File: src/rtl/aes_round_ctrl_if.sv
`default_nettype none
// ============================================================================
// Module      : aes_round_ctrl_if
// Description : Start request and stage-control bundle between an AES-128
//               round datapath (master) and its sequencing controller
//               (slave).
//   start        - request to encrypt (master -> slave)
//   load_sel     - select plaintext/cipher key instead of feedback
//   add_round_en - AddRoundKey register enable
//   sub_en       - SubBytes stage enable
//   shift_en     - ShiftRows stage enable
//   mix_en       - MixColumns stage enable
//   key_exp_en   - key-expansion register enable
//   rcon[7:0]    - round constant for the current round
//   round[3:0]   - current round number
//   result_en    - ciphertext valid strobe
//   busy         - controller is running a block
//   done         - same as result_en
// Revision    : 1.0 - initial release
// ============================================================================
interface aes_round_ctrl_if;
  logic       start;
  logic       load_sel;
  logic       add_round_en;
  logic       sub_en;
  logic       shift_en;
  logic       mix_en;
  logic       key_exp_en;
  logic [7:0] rcon;
  logic [3:0] round;
  logic       result_en;
  logic       busy;
  logic       done;

  modport master (
    output start,
    input  load_sel, add_round_en, sub_en, shift_en, mix_en, key_exp_en,
    input  rcon, round, result_en, busy, done
  );

  modport slave (
    input  start,
    output load_sel, add_round_en, sub_en, shift_en, mix_en, key_exp_en,
    output rcon, round, result_en, busy, done
  );
endinterface
`default_nettype wire

File: src/rtl/aes_round_ctrl.sv
`default_nettype none
// ============================================================================
// Module      : aes_round_ctrl
// Description : Sequencing controller for an AES-128 encryption datapath.
//               Steps INIT, then per round SUB/SHIFT/MIX/ARK (the last round
//               skips MIX), then a one-cycle DONE strobe. Moore machine:
//               every output decodes from the registered state and round.
// Ports       :
//   clk   - rising-edge clock
//   reset - asynchronous active-high reset
//   bus   - aes_round_ctrl_if.slave (start in, stage controls out)
// Parameters  :
//   NR    - number of rounds, 1..10
// Revision    : 1.0 - initial release
// ============================================================================
module aes_round_ctrl #(
  parameter int unsigned NR = 10
) (
  input  logic             clk,
  input  logic             reset,
  aes_round_ctrl_if.slave  bus
);

  localparam logic [2:0] c_st_idle  = 3'd0;
  localparam logic [2:0] c_st_init  = 3'd1;
  localparam logic [2:0] c_st_sub   = 3'd2;
  localparam logic [2:0] c_st_shift = 3'd3;
  localparam logic [2:0] c_st_mix   = 3'd4;
  localparam logic [2:0] c_st_ark   = 3'd5;
  localparam logic [2:0] c_st_done  = 3'd6;

  localparam logic [3:0] c_nr = 4'(NR);

  logic [2:0] state_q, state_d;
  logic [3:0] round_q, round_d;

  // Next-state and round-counter logic.
  always_comb begin
    state_d = state_q;
    round_d = round_q;
    case (state_q)
      c_st_idle: begin
        if (bus.start) begin
          state_d = c_st_init;
          round_d = 4'd0;
        end
      end
      c_st_init: begin
        state_d = c_st_sub;
        round_d = 4'd1;
      end
      c_st_sub: state_d = c_st_shift;
      // The final round has no MixColumns.
      c_st_shift: state_d = (round_q < c_nr) ? c_st_mix : c_st_ark;
      c_st_mix:   state_d = c_st_ark;
      c_st_ark: begin
        if (round_q < c_nr) begin
          state_d = c_st_sub;
          round_d = round_q + 4'd1;
        end else begin
          state_d = c_st_done;
        end
      end
      c_st_done: begin
        state_d = c_st_idle;
        round_d = 4'd0;
      end
      default: begin
        // Unused encoding: recover to IDLE.
        state_d = c_st_idle;
        round_d = 4'd0;
      end
    endcase
  end

  always_ff @(posedge clk or posedge reset) begin
    if (reset) begin
      state_q <= c_st_idle;
      round_q <= 4'd0;
    end else begin
      state_q <= state_d;
      round_q <= round_d;
    end
  end

  // Output decode from registered state only.
  logic       load_sel_w;
  logic       add_round_en_w;
  logic       sub_en_w;
  logic       shift_en_w;
  logic       mix_en_w;
  logic       result_en_w;
  logic       busy_w;
  logic [7:0] rcon_w;

  always_comb begin
    load_sel_w     = 1'b0;
    add_round_en_w = 1'b0;
    sub_en_w       = 1'b0;
    shift_en_w     = 1'b0;
    mix_en_w       = 1'b0;
    result_en_w    = 1'b0;
    busy_w         = 1'b1;
    case (state_q)
      c_st_init: begin
        load_sel_w     = 1'b1;
        add_round_en_w = 1'b1;
      end
      c_st_sub:   sub_en_w       = 1'b1;
      c_st_shift: shift_en_w     = 1'b1;
      c_st_mix:   mix_en_w       = 1'b1;
      c_st_ark:   add_round_en_w = 1'b1;
      c_st_done:  result_en_w    = 1'b1;
      default:    busy_w         = 1'b0;
    endcase
  end

  // Round constants for rounds 1..10; anything else yields zero.
  always_comb begin
    case (round_q)
      4'd1:    rcon_w = 8'h01;
      4'd2:    rcon_w = 8'h02;
      4'd3:    rcon_w = 8'h04;
      4'd4:    rcon_w = 8'h08;
      4'd5:    rcon_w = 8'h10;
      4'd6:    rcon_w = 8'h20;
      4'd7:    rcon_w = 8'h40;
      4'd8:    rcon_w = 8'h80;
      4'd9:    rcon_w = 8'h1B;
      4'd10:   rcon_w = 8'h36;
      default: rcon_w = 8'h00;
    endcase
  end

  assign bus.load_sel     = load_sel_w;
  assign bus.add_round_en = add_round_en_w;
  assign bus.sub_en       = sub_en_w;
  assign bus.shift_en     = shift_en_w;
  assign bus.mix_en       = mix_en_w;
  // The next round key is registered alongside SubBytes.
  assign bus.key_exp_en   = sub_en_w;
  assign bus.rcon         = rcon_w;
  assign bus.round        = round_q;
  assign bus.result_en    = result_en_w;
  assign bus.busy         = busy_w;
  assign bus.done         = result_en_w;

endmodule
`default_nettype wire

File: src/flat_wrapper.sv
// flat-port wrapper written by rule: the top's interface ports become plain ports
module aes_round_ctrl_flat 
#(
  parameter int unsigned NR = 10
)
  (clk, reset, bus_start, bus_load_sel, bus_add_round_en, bus_sub_en, bus_shift_en, bus_mix_en, bus_key_exp_en, bus_rcon, bus_round, bus_result_en, bus_busy, bus_done);
  aes_round_ctrl_if bus_i ();
  input  logic clk;
  input  logic reset;
  input wire logic [$bits(bus_i.start)-1:0] bus_start;
  output wire logic [$bits(bus_i.load_sel)-1:0] bus_load_sel;
  output wire logic [$bits(bus_i.add_round_en)-1:0] bus_add_round_en;
  output wire logic [$bits(bus_i.sub_en)-1:0] bus_sub_en;
  output wire logic [$bits(bus_i.shift_en)-1:0] bus_shift_en;
  output wire logic [$bits(bus_i.mix_en)-1:0] bus_mix_en;
  output wire logic [$bits(bus_i.key_exp_en)-1:0] bus_key_exp_en;
  output wire logic [$bits(bus_i.rcon)-1:0] bus_rcon;
  output wire logic [$bits(bus_i.round)-1:0] bus_round;
  output wire logic [$bits(bus_i.result_en)-1:0] bus_result_en;
  output wire logic [$bits(bus_i.busy)-1:0] bus_busy;
  output wire logic [$bits(bus_i.done)-1:0] bus_done;
  assign bus_i.start = bus_start;
  assign bus_load_sel = bus_i.load_sel;
  assign bus_add_round_en = bus_i.add_round_en;
  assign bus_sub_en = bus_i.sub_en;
  assign bus_shift_en = bus_i.shift_en;
  assign bus_mix_en = bus_i.mix_en;
  assign bus_key_exp_en = bus_i.key_exp_en;
  assign bus_rcon = bus_i.rcon;
  assign bus_round = bus_i.round;
  assign bus_result_en = bus_i.result_en;
  assign bus_busy = bus_i.busy;
  assign bus_done = bus_i.done;
  aes_round_ctrl #(.NR(NR)) u_core (.clk(clk), .reset(reset), .bus(bus_i));
endmodule
File: config.mk
export PLATFORM = sky130hd
export DESIGN_NAME = aes_round_ctrl_flat
export DESIGN_NICKNAME = d
export VERILOG_FILES = /design/src/rtl/aes_round_ctrl_if.sv /design/src/rtl/aes_round_ctrl.sv /design/src/flat_wrapper.sv
export SDC_FILE = /design/constraint.sdc
export NUM_CORES = 1
export LEC_CHECK = 0
export BUFFER_PORTS_ARGS = -buffer_cell sky130_fd_sc_hd__buf_2
export CORE_AREA = 2 2 39 41
export CTS_CLUSTER_DIAMETER = 50
export DETAILED_ROUTE_END_ITERATION = 7
export DIE_AREA = 0 0 41 43
export GPL_TIMING_DRIVEN = 0
export PLACE_DENSITY = 0.82
export SYNTH_ARGS = -nofsm -noshare
export SYNTH_HDL_FRONTEND = slang
export SYNTH_SLANG_ARGS = --single-unit
File: constraint.sdc
create_clock -name clk -period 2.2 [get_ports clk]
set_input_delay 0.33 -clock clk [delete_from_list [all_inputs] [get_ports clk]]
set_output_delay 0.33 -clock clk [all_outputs]
set_load 0.03 [all_outputs]
==> results.cfg, run 1 <==
[global_route]
grtUsageMet3_pct = 3.14
grt_pass1_wl_um = 2100
busiest_layer = met2
grt_pass1_vias = 520
grt_max_degree = 11
use_met2_pct = 27.2
antenna_found_initial = 0
track_usage_pct = 17.4
grt_remaining_overflow = 0
grtUsageMet1_pct = 21.1

[cts]
holdBufCountCts = 0
cts_inserted_buffers = 3
cts_root_buffer = clkbuf_4
cts_setup_buffers = 0
insertion_delay_ns = 0.26
cts_resized = 0
clkTransAtPathRegs_ns = 0.05
clock_sinks = 7
htreeDepth = 1
cts_tree = yes
clock_path_buffers = 2

[yosys]
ys_ff_latch = 7
avgSynthCellArea_sq_um = 7.92
yosysSeqAreaShare_pct = 29.1
synth_cells = 76
synth.net_count = 85
syn_area_sq_um = 602
synth_warnings = 0
synth.distinct_cells = 28

[pwr]
ir_worst_vdd_uv = 870
total_leakage_power_nw = 0.433
finalPower_uw = 995
p_per_area_nw_per_um2 = 1300

[cells_and_area]
fillCellCount = 135
multiInputGateArea_sq_um = 367
final_nets = 113
syn2layout_area_growth_pct = 26.8
seq_area_sq_um = 175
drive_gt1_share_pct = 31.1
fin_cells = 119
antenna_cells = 0
fin_util_pct = 55.2

[critical_path]
rr_endpoint = u_core.bus.round[0]
cp_max_fo = 10
crit_end = bus_rcon[2]
cp.required_ns = 1.87
cp-start-kind = flop
worstReg2RegStart = u_core.bus.round[3]
reg2reg_depth = 4
path_class = flop to output pin
critPathLaunch = u_core.bus.round[3]
crit_path_end_kind = output pin
rrSetupSlack_ns = 0.84
arrival_ns = 1.67

[sta]
final_hold_viol_count = 7
hold_ws_ns = -0.00390
tightest_slew_ns = 0.432
finalCritPeriodShare_pct = 91.1
maxSlewHeadroom_pct = 71.2
clock.fmax_mhz = 499
setup_viol = 0
finalClockSkew_ns = 0.000507
rsz0062_at_grt = false
fin_tns_setup_ns = 0
min_period_ns = 2.00
maxSlewViolCount = 0

[placed_design]
portBuffers = 23
dp.final_hpwl_um = 1030
gp_congestion = 0.823
dp_cells = 115

[die]
dieArea_sq_um = 1760
rows = 14
die_x_um = 41
io_pins = 24
core_area_sq_um = 1380
start_util_pct = 43.5
die_y_um = 43

[run_status]
run_status = finished, violations left
violations = hold timing

[routing]
wl_per_cell_um = 11.4
dr.pass1.iters = 4
drt_iter0_markers = 12
ant_nets = 0
finalWirelength_um = 1360
drc_errors = 0
vias = 631
viasPerCell = 5.30

[hold_path]
hold_path.class = primary input to asynchronous set/reset pin

[job]
maxCapViolCount = 0
critical path, stage by stage, from the launching register on:
cell and delay, ns:
dfrtp_1 0.33, clkbuf_1 0.35, nor2b_1 0.35, nand2_1 0.09
o21ai_0 0.08, buf_2 0.22
sequential cells by signal, summed over array words and instances (netlist names):
signal and cells:
u_core.bus.round 4, u_core.state_q 3
metrics by stage:
step | cell area, sq um | worst slack, ns
3_3_place_gp | 737 | 0.516
4_1_cts | 763 | 0.186
3_5_place_dp | 737 | 0.471
5_1_grt | 763 | 0.0934
2_1_floorplan | 602 | 0.149
6_report | 763 | 0.195
layer usage:
metal / up-vias / share of wire (%)
met3: 3 / 8.4
met4: 0 / 2.0
met2: 29 / 48
li1: 317 / -
met5: - / 0
met1: 282 / 42
cells by family (layout without fill, tap and decap cells):
| kind of cell | Yosys count | in the layout | share of synthesized area [%] |
|---|---|---|---|
| buffers and inverters | 14 | 41 | 9.98 |
| muxes | 2 | 2 | 3.33 |
| and+or+nand+nor | 33 | 33 | 29.7 |
| adders and majority gates | 6 | 6 | 12.5 |
| AOI/OAI and AO/OA | 14 | 14 | 15.4 |
| DFF | 7 | 7 | 29.1 |
where the power goes:
group / internal, mW / switching, mW / total [mW]
Combinational: 0.199 / 0.451 / 0.651
Sequential: 0.170 / 0.0547 / 0.224
Clock: 0.0694 / 0.0505 / 0.120
layout make-up:
| class | instances | share of cell area [%] |
|---|---|---|
| well taps | 16 | 2.62 |
| inverters | 8 | 3.93 |
| plain buffers | 6 | 3.93 |
| clock buffers | 4 | 3.44 |
| flip-flops and latches | 7 | 23.0 |
| multi-input cells | 55 | 48.0 |
| repair buffers | 23 | 15.1 |
worst min-delay path by stage:
stage / startpoint / end
floorplan: reset / u_core.bus.round[0]
global placement: reset / u_core.state_q[1]
detailed placement: reset / u_core.state_q[0]
CTS: reset / u_core.state_q[2]
global route: reset / u_core.state_q[1]
finish: reset / u_core.state_q[1]
cells in the final DEF (no fill, tap or decap):
cell | synthesis | layout
a211oi_1 | 1 | 1
a21oi_1 | 4 | 4
a22o_1 | 2 | 2
a31o_2 | 1 | 1
and2_1 | 1 | 1
and3_1 | 3 | 3
buf_2 | 0 | 23
buf_4 | 2 | 2
clkbuf_1 | 4 | 5
clkbuf_4 | 0 | 3
dfrtp_1 | 7 | 7
ha_1 | 6 | 6
inv_1 | 6 | 6
inv_2 | 2 | 2
mux2i_1 | 2 | 2
nand2_1 | 5 | 5
nand2b_1 | 1 | 1
nand3_1 | 2 | 2
nand4_1 | 5 | 5
nand4b_1 | 1 | 1
nor2_1 | 6 | 6
nor2b_1 | 3 | 3
nor3_1 | 3 | 3
o21a_1 | 1 | 1
o21ai_0 | 3 | 3
o21ai_2 | 1 | 1
o31ai_1 | 1 | 1
or3_1 | 1 | 1
or3b_1 | 1 | 1
or4_1 | 1 | 1
cell usage after synthesis:
master | number | area (sq um)
a211oi_1 | 1 | 7.51
a21oi_1 | 4 | 20.0
a22o_1 | 2 | 17.5
a31o_2 | 1 | 8.76
and2_1 | 1 | 6.26
and3_1 | 3 | 18.8
buf_4 | 2 | 15.0
clkbuf_1 | 4 | 15.0
dfrtp_1 | 7 | 175
ha_1 | 6 | 75.1
inv_1 | 6 | 22.5
inv_2 | 2 | 7.51
mux2i_1 | 2 | 20.0
nand2_1 | 5 | 18.8
nand2b_1 | 1 | 6.26
nand3_1 | 2 | 10.0
nand4_1 | 5 | 31.3
nand4b_1 | 1 | 8.76
nor2_1 | 6 | 22.5
nor2b_1 | 3 | 18.8
nor3_1 | 3 | 15.0
o21a_1 | 1 | 7.51
o21ai_0 | 3 | 15.0
o21ai_2 | 1 | 8.76
o31ai_1 | 1 | 7.51
or3_1 | 1 | 6.26
or3b_1 | 1 | 8.76
or4_1 | 1 | 7.51
Power figures use the tool's default switching activity.
==> inputs of run 2 (changes only) <==
ABC_AREA = 1   (was default)
PLACE_DENSITY = 0.85   (was 0.82)
==> results.cfg, run 2 <==
[yosys]
synth_common_cells = nand2_1 (17), inv_1 (12), nor2_1 (11)
synth_cells = 88
synthTopCellsByArea = dfrtp_1 (27%), ha_1 (12%), nand2_1 (10%)
async_flop_share_pct = 100
ys_dominant_reg_cell = dfrtp_1
synth.distinct_cells = 23
synth.net_count = 97
syn_area_sq_um = 638
synth_warnings = 0
yosysSeqAreaShare_pct = 27.5
synth_enable_flop_cells = 0
yosysTopAreaCell = dfrtp_1
yosysTopAreaCellShare_pct = 27.5
synth.most_common_cell = nand2_1
avgSynthCellArea_sq_um = 7.25
ys_ff_latch = 7

[cells_and_area]
largest_reg_flops = 4
fillCellCount = 139
fin_util_pct = 58.5
final_nets = 126
antenna_cells = 0
syn2layout_area_growth_pct = 26.9
final_cell_mix = buf_2 (25), nand2_1 (17), inv_1 (12), nor2_1 (11), dfrtp_1 (7)
final_common_cell = buf_2
drive_gt1_share_pct = 36.2

[cts]
clkTransAtPathRegs_ns = 0.05
cts_setup_buffers = 0
clock_sinks = 7
cts_inserted_buffers = 3
cts_tree = yes
cts_root_buffer = clkbuf_4
htreeDepth = 1
holdBufCountCts = 1
clock_path_buffers = 2
insertion_delay_ns = 0.25
cts_resized = 0

[sta]
setup_viol = 0
clock.fmax_mhz = 532
finalCritPeriodShare_pct = 85.4
maxSlewHeadroom_pct = 80.4
min_period_ns = 1.88
rsz0062_at_grt = false
fin_tns_setup_ns = 0
maxSlewViolCount = 0
finalClockSkew_ns = 0.00685
tightest_slew_ns = 0.294
final_hold_viol_count = 0

[placed_design]
dp.final_hpwl_um = 1150
gp_congestion = 0.801
portBuffers = 23

[routing]
drc_errors = 0
ant_nets = 0
finalWirelength_um = 1370
vias = 649
dr.pass1.iters = 4
viasPerCell = 4.92
drt_iter0_markers = 12
wl_per_cell_um = 10.4

[critical_path]
critical-path-max-stage-delay_ns = 0.46
cp_num_buf_inv = 2
cp.required_ns = 1.87
arrival_ns = 1.55
path_class = flop to output pin
cp_cell_sequence = inv_1 -> ha_1 -> nand3_1 -> o31ai_1 -> buf_2
cp-start-kind = flop
crit_family = flip-flops
crit_path_end_kind = output pin
crit_slowest_cell = dfrtp_1
cp_max_fo = 7

[global_route]
antenna_found_initial = 0
track_usage_pct = 19.4
grt_pass1_wl_um = 2260
grt_remaining_overflow = 0
grt_pass1_vias = 575
grt_max_degree = 10

[run_status]
run_status = finished, final reports clean

[die]
io_pins = 24
dieArea_sq_um = 1760
core_area_sq_um = 1380
die_x_um = 41
rows = 14
start_util_pct = 46.1
die_y_um = 43

[pwr]
p_per_area_nw_per_um2 = 1120
total_leakage_power_nw = 0.501
ir_worst_vdd_uv = 770

[hold_path]
hold_path.class = primary input to asynchronous set/reset pin

[job]
maxCapViolCount = 0
-- run 2: cell count changes after synthesis, sizes merged, moves of 3 or more --
cell,change
nand2,+14
nor2,+8
inv,+7
clkbuf,-4
nand3,+4
nand4,-4
o21bai,+4
and3,-3
buf,+3
nor2b,-3
-- run 2: worst reg2reg max path, delay by kind of cell (launching register included) --
| kind | cells | cell delay (ns) |
|---|---|---|
| AND/OR/NAND/NOR | 3 | 0.22 |
| adder cells (fa/ha/maj) | 2 | 0.52 |
| flip-flops | 1 | 0.45 |
-- run 2: cell type report --
type | count | area (sq um) | share of cell area [%]
multi-input combinational | 61 | 374 | 46.2
inverter | 15 | 56.3 | 6.96
sequential | 7 | 175 | 21.6
tap | 16 | 20.0 | 2.47
buffer | 5 | 32.5 | 4.02
timing repair buffer | 24 | 125 | 15.5
clock buffer | 4 | 26.3 | 3.25
-- run 2: routing by layer --
| metal | track usage, % | share of wire (%) | vias up |
|---|---|---|---|
| li1 | - | - | 332 |
| met1 | 17.8 | 40 | 290 |
| met2 | 34.7 | 53 | 27 |
| met3 | 9.42 | 7.7 | 0 |
| met4 | 6.00 | 0 | 0 |
| met5 | 0 | 0 | - |
-- run 2: worst paths after layout --
path	from	end	slack, ns	cells after the start
worst max-delay path	u_core.bus.round[0]	bus_rcon[1]	0.32	5
worst min register to register	u_core.state_q[0]	u_core.state_q[1]	0.60	2
worst min-delay path	reset	u_core.bus.round[1]	0.55	3
worst max register to register	u_core.bus.round[0]	u_core.bus.round[2]	0.94	5
max in group asynchronous	reset	u_core.state_q[0]	1.44	3
min in group clk	bus_start	u_core.state_q[0]	0.55	5
-- run 2: report_power, final --
| group | switching, mW | leakage, nW | internal [mW] |
|---|---|---|---|
| logic | 0.403 | 0.393 | 0.181 |
| registers | 0.0503 | 0.0927 | 0.162 |
| clock network | 0.0432 | 0.0150 | 0.0690 |
-- run 2: logic make-up after synthesis --
family                     synth area share, %
AOI/OAI and AO/OA                         13.9
adders and majority gates                 11.8
buffers and inverters                     13.9
DFF                                       27.5
and+or+nand+nor                           32.9
-- run 2: per-stage QoR --
| stage | setup WS [ns] | hold slack, ns | power (mW) | cell area (sq um) | instances |
|---|---|---|---|---|---|
| global route | 0.152 | 0.567 | 0.993 | 810 | 132 |
| finish | 0.322 | 0.547 | 0.909 | 810 | 132 |
| CTS | 0.292 | 0.537 | 0.923 | 810 | 132 |
| floorplan | 0.158 | 0.133 | 0.663 | 638 | 88 |
| global placement | 0.605 | 0.257 | 0.781 | 773 | 127 |
| detailed placement | 0.574 | 0.264 | 0.802 | 773 | 127 |
